**config.mk**
```make
export PLATFORM = sky130hd
export DESIGN_NAME = tt_um_trinitytile_cntchk
export DESIGN_NICKNAME = d
export VERILOG_FILES = /design/src/rtl/tt_um_trinitytile_cntchk.sv
export SDC_FILE = /design/constraint.sdc
export NUM_CORES = 1
export LEC_CHECK = 0
export CAP_MARGIN = 25
export CORE_ASPECT_RATIO = 0.75
export CORE_UTILIZATION = 60
export DETAILED_ROUTE_END_ITERATION = 12
export DONT_BUFFER_PORTS = 1
export HOLD_SLACK_MARGIN = 0.06
export PLACE_DENSITY = 0.77
export SLEW_MARGIN = 20
export SYNTH_ARGS = -nofsm -noshare
export SYNTH_HDL_FRONTEND = slang
export SYNTH_SLANG_ARGS = --single-unit
export TNS_END_PERCENT = 30
```
**constraint.sdc**
```tcl
create_clock -name clk -period 2.2 [get_ports clk]
set_input_delay 0.55 -clock clk [delete_from_list [all_inputs] [get_ports clk]]
set_output_delay 0.55 -clock clk [all_outputs]
set_load 0.1 [all_outputs]
```
**src/rtl/tt_um_trinitytile_cntchk.sv**
```systemverilog
// Counter-sequence checker: samples an external counter on strobe edges, locks after three
// consecutive +1 steps, and counts errors. Optional LOCK-idle timeout: TRINITYTILE_CNTCHK_TIMEOUT_EN.
module tt_um_trinitytile_cntchk (
  input  logic       clk,
  input  logic       rst_n,
  input  logic       ena,
  input  logic [7:0] ui_in,
  input  logic [7:0] uio_in,
  output logic [7:0] uo_out,
  output logic [7:0] uio_out,
  output logic [7:0] uio_oe
);

  typedef enum logic [1:0] {
    ST_IDLE = 2'd0,
    ST_ACQ  = 2'd1,
    ST_LOCK = 2'd2,
    ST_ERR  = 2'd3
  } state_t;

  state_t     r_state;
  state_t     w_state_nxt;
  logic [1:0] r_strb_sync;
  logic       r_strb_prev;
  logic [1:0] r_clr_sync;
  logic       r_clr_prev;
  logic [7:0] r_sample_q;
  logic       r_sample_pulse;
  logic [7:0] r_expected;
  logic [1:0] r_match_cnt;
  logic [1:0] w_match_cnt_nxt;
  logic [7:0] r_err_cnt;
  logic       r_err_sticky;
  logic       r_locked;

  logic w_strb_rise;
  logic w_clr_rise;
  logic w_sample_evt;
  logic w_clr_evt;
  logic w_match;
  logic w_err_inc;
  logic w_sticky_set;
  logic w_timeout_hit;
  logic w_timeout_flag;
  logic w_unused;

  assign w_unused = &{1'b0, uio_in[7:3]};

  assign w_strb_rise  = r_strb_sync[1] & ~r_strb_prev;
  assign w_clr_rise   = r_clr_sync[1] & ~r_clr_prev;
  assign w_clr_evt    = ena & w_clr_rise;
  // A simultaneous clear swallows the sample entirely.
  assign w_sample_evt = ena & w_strb_rise & ~w_clr_rise;
  assign w_match      = (ui_in == r_expected);

`ifdef TRINITYTILE_CNTCHK_TIMEOUT_EN
  logic [15:0] r_idle_cnt;
  logic        r_timeout;

  assign w_timeout_hit  = ena & ~w_sample_evt & ~w_clr_evt &
                          (r_state == ST_LOCK) & (r_idle_cnt == 16'hFFFE);
  assign w_timeout_flag = r_timeout;

  always_ff @(posedge clk or negedge rst_n) begin
    if (!rst_n) begin
      r_idle_cnt <= '0;
      r_timeout  <= 1'b0;
    end else if (ena) begin
      if (w_sample_evt || w_clr_evt || (r_state != ST_LOCK))
        r_idle_cnt <= '0;
      else
        r_idle_cnt <= r_idle_cnt + 16'd1;

      if (w_clr_evt)
        r_timeout <= 1'b0;
      else if (w_timeout_hit)
        r_timeout <= 1'b1;
    end
  end
`else
  assign w_timeout_hit  = 1'b0;
  assign w_timeout_flag = 1'b0;
`endif

  // NOTE: every output of this block is given a default first so no path infers a latch.
  always_comb begin
    w_state_nxt     = r_state;
    w_match_cnt_nxt = r_match_cnt;
    w_err_inc       = 1'b0;
    w_sticky_set    = 1'b0;
    if (w_clr_evt) begin
      w_state_nxt     = ST_IDLE;
      w_match_cnt_nxt = 2'd0;
    end else if (w_sample_evt) begin
      unique case (r_state)
        ST_IDLE: begin
          w_state_nxt     = ST_ACQ;
          w_match_cnt_nxt = 2'd0;
        end
        ST_ACQ: begin
          if (!w_match) begin
            w_match_cnt_nxt = 2'd0;
          end else if (r_match_cnt == 2'd2) begin
            w_state_nxt     = ST_LOCK;
            w_match_cnt_nxt = 2'd3;
          end else begin
            w_match_cnt_nxt = r_match_cnt + 2'd1;
          end
        end
        ST_LOCK: begin
          if (!w_match) begin
            w_state_nxt  = ST_ERR;
            w_err_inc    = 1'b1;
            w_sticky_set = 1'b1;
          end
        end
        ST_ERR: begin
          if (w_match) begin
            w_state_nxt     = ST_ACQ;
            w_match_cnt_nxt = 2'd1;
          end else begin
            w_err_inc = 1'b1;
          end
        end
        default: w_state_nxt = ST_IDLE;
      endcase
    end else if (w_timeout_hit) begin
      w_state_nxt  = ST_ERR;
      w_err_inc    = 1'b1;
      w_sticky_set = 1'b1;
    end
  end

  // NOTE: all state uses non-blocking assignments so every flop samples pre-edge values.
  always_ff @(posedge clk or negedge rst_n) begin
    if (!rst_n) begin
      r_state        <= ST_IDLE;
      r_strb_sync    <= '0;
      r_strb_prev    <= 1'b0;
      r_clr_sync     <= '0;
      r_clr_prev     <= 1'b0;
      r_sample_q     <= '0;
      r_sample_pulse <= 1'b0;
      r_expected     <= '0;
      r_match_cnt    <= '0;
      r_err_cnt      <= '0;
      r_err_sticky   <= 1'b0;
      r_locked       <= 1'b0;
    end else if (ena) begin
      r_strb_sync    <= {r_strb_sync[0], uio_in[0]};
      r_strb_prev    <= r_strb_sync[1];
      r_clr_sync     <= {r_clr_sync[0], uio_in[1]};
      r_clr_prev     <= r_clr_sync[1];
      r_sample_pulse <= w_sample_evt;
      if (w_sample_evt) begin
        r_sample_q <= ui_in;
        r_expected <= ui_in + 8'd1;
      end
      r_state     <= w_state_nxt;
      r_match_cnt <= w_match_cnt_nxt;
      r_locked    <= (w_state_nxt == ST_LOCK);
      if (w_clr_evt) begin
        r_err_cnt    <= '0;
        r_err_sticky <= 1'b0;
      end else begin
        if (w_err_inc && (r_err_cnt != 8'hFF))
          r_err_cnt <= r_err_cnt + 8'd1;
        if (w_sticky_set)
          r_err_sticky <= 1'b1;
      end
    end
  end

  assign uo_out  = uio_in[2] ? r_err_cnt : r_sample_q;
  assign uio_out = {w_timeout_flag, r_sample_pulse, r_err_sticky, r_locked, 4'b0000};
  assign uio_oe  = 8'hF0;

endmodule

```
==> impl_metrics.csv <==
group,metric,value,unit
sta,maxSlewViolCount,0,
clock_network,cts_sinks,37,
clock_network,cts_max_path_buffers,2,
clock_network,cts_buffers,5,
place,portBuffers,0,
floorplan,io_pins,43,
synth,syn_area_per_cell,9.52,um^2
drt,drt_wl_total,3990,um
power_and_ir_drop,ir_drop,0.853,mV
sta,fin_crit_sh,0.863,
final_layout,nNetsFinal,242,
critical_path,crit_fanout,8,
sta,slew_headroom,0.654,
synth,synth_edf_count,0,
sta,finalCriticalPeriod,1.90,ns
clock_network,postCtsHoldBufs,1,
synth,synth.top_cell.area_share,0.440,
place,gp_congestion,0.871,
synth,yosysTopAreaCell,"dfrtp_1",
floorplan,die_area,3750,um^2
grt,grt_pass1_vias,1503,
grt,grt_max_degree,38,
clock_network,cts_tree,"yes",
floorplan,die_y,53.3,um
grt,gr-total-overflow,0,
critical_path,worst-setup-path-type,"reg2reg",
sta,worstMarginPinSlew,0.521,ns
drt,wl_per_cell,15.3,um
synth,ys_seq_area_frac,0.440,
grt,grt_usage,0.241,
clock_network,cts_max_level,2,
critical_path,timing.critical_path.from,"r_err_cnt[0]$_DFFE_PN0P_",
synth,postSynthRegisterBits,37,
critical_path,cp-end-kind,"flop",
clock_network,cts_resized,0,
drt,via_per_inst,5.89,
min_path,hold_path.class,"in2async",
sta,worst_clock_skew,0.00777,ns
clock_network,cts-root-buf,"clkbuf_8",
synth,synth_area_leaders,"dfrtp_1 44%, mux2_2 7.5%, nand2_1 7.1%, buf_4 5.7%, xnor2_1 4.6%",
floorplan,coreArea,3310,um^2
floorplan,rows,18,
power_and_ir_drop,power_density,1060,nW/um^2
clock_network,post-cts-setup-buffers,0,
critical_path,startpoint_type,"flop",
drt,drt_iter0_markers,145,
final_layout,area_growth,4.58,%
final_layout,final_area,2200,um^2
critical_path,cp_data_required_time,2.42,ns
power_and_ir_drop,power.leakage,1.00,nW
sta,finalSetupViolCount,0,
synth,ys_async_sr_fraction,1.00,
synth,ys.warnings.count,0,
grt,grt_pass1_wl,6820,um
sta,setup_tns,0,ns
sta,max_freq,527,MHz
synth,synth.most_common_cell,"nand2_1",
sta,hold_violations,0,
critical_path,reg2reg_slack,0.30,ns
status,status,"finished, final reports clean",
critical_path,critical_path_arrival,2.12,ns
floorplan,start_util,0.635,
place,place_area,2070,um^2
synth,synth_common_cells,"40 x nand2_1, 37 x dfrtp_1, 16 x buf_4",
synth,ys_types,44,
final_layout,diodes,0,
place,hpwl,2920,um
drt,drc,0,
synth,syn_area,2100,um^2
critical_path,r2r_end,"r_err_cnt[5]$_DFFE_PN0P_",
clock_network,cts.clk_slew.worst_paths,0.07,ns
drt,final_antenna_net_count,0,
sta,grt_setup_unrepaired,"no",
floorplan,fp.dieW,70.4,um
critical_path,regToRegStartpoint,"r_err_cnt[0]$_DFFE_PN0P_",
synth,netlist_instances,221,
run,cap_violations,0,
drt,routed-via-count,1536,
final_layout,drive_gt1_frac,0.158,
clock_network,clock_latency,0.29,ns
synth,synthFlopType,"dfrtp_1",
drt,dr.pass1.iters,4,
grt,antenna_found_initial,0,
critical_path,rr_worst_depth,5,
[cell usage in the layout, fill, tap and decap left out, types with 2 or more instances in the layout]
| cell type | synthesis | routed |
|---|---|---|
| xor2_1 | 3 | 3 |
| o31ai_1 | 3 | 3 |
| o21ai_0 | 12 | 12 |
| mux2_2 | 14 | 14 |
| ha_1 | 3 | 3 |
| dfrtp_1 | 37 | 37 |
| nor3_1 | 2 | 2 |
| mux2i_1 | 4 | 4 |
| nor2_1 | 5 | 5 |
| xnor2_1 | 11 | 11 |
| inv_1 | 4 | 4 |
| nand2_1 | 40 | 40 |
| nand3_1 | 12 | 12 |
| nor2b_1 | 2 | 2 |
| a21oi_1 | 7 | 7 |
| or3_1 | 2 | 2 |
| or2_2 | 2 | 2 |
| or4_1 | 2 | 2 |
| or3_2 | 2 | 2 |
| nand4_1 | 2 | 2 |
| and3_1 | 8 | 8 |
| conb_1 | 2 | 13 |
| clkbuf_8 | 0 | 5 |
| buf_4 | 16 | 5 |
[per-stage QoR]
| stage | utilization | cells | setup slack (ns) | hold WS (ns) | total power (W) |
|---|---|---|---|---|---|
| detailed placement | 0.625 | 252 | 0.229 | 0.256 | 0.00174 |
| floorplan | - | 232 | 0.244 | 0.254 | 0.00166 |
| global placement | 0.625 | 252 | 0.284 | 0.256 | 0.00170 |
| global route | 0.664 | 261 | 0.159 | 0.0841 | 0.00244 |
| finish | 0.664 | 261 | 0.301 | 0.0904 | 0.00232 |
| CTS | 0.664 | 261 | 0.270 | 0.0895 | 0.00233 |
[state kept, by name, summed over array words and instances (netlist names)]
name	count
r_strb_sync	2
r_expected	8
r_match_cnt	2
r_locked	1
r_strb_prev	1
r_sample_pulse	1
r_clr_sync	2
r_err_sticky	1
r_err_cnt	8
r_state	2
r_sample_q	8
r_clr_prev	1
[routing by layer]
metal  global-route usage  wire, um  part of all wire  up-vias
met5                    0         0                 0        -
met4                0.110        59             0.015        0
met3               0.0667       241             0.060        7
met2                0.387      1930              0.48       51
met1                0.308      1760              0.44      744
li1                     -         -                 -      734
[kinds of logic after synthesis]
kind of cell / synth area share
adders and majority gates: 0.0178
DFF: 0.440
AOI/OAI and AO/OA: 0.102
and+or+nand+nor: 0.199
buffers and inverters: 0.0851
other: 0.00357
muxes: 0.0940
xor gates and xnor gates: 0.0583
[worst max-delay path: stages (launching register included)]
cell and delay (ns):
dfrtp_1 0.45, ha_1 0.24, and3_1 0.24, and3_1 0.26, or4_1 0.49, a21oi_1 0.15
[where the power goes]
part | switching [W] | internal [W]
Combinational | 0.000598 | 0.000190
Sequential | 0.000114 | 0.000839
Clock | 0.000241 | 0.000340
Total | 0.000953 | 0.00137
[worst max path at each step]
stage	cells past startpoint	to	slack, ns
2_1_floorplan	2	uo_out[0]	0.24
3_3_place_gp	5	r_err_cnt[3]$_DFFE_PN0P_	0.28
3_5_place_dp	5	r_err_cnt[5]$_DFFE_PN0P_	0.23
4_1_cts	5	r_err_cnt[5]$_DFFE_PN0P_	0.27
5_1_grt	5	r_err_cnt[5]$_DFFE_PN0P_	0.16
6_report	5	r_err_cnt[5]$_DFFE_PN0P_	0.30
[cell type report]
class,count,area [um^2]
clock buffer,6,72.6
clock inverter,2,38.8
fill,261,1110
inverter,4,15.0
multi-input combinational,166,1040
sequential,37,926
tap,40,50.0
timing repair buffer,6,57.6
(Power assumes the default switching activity.)
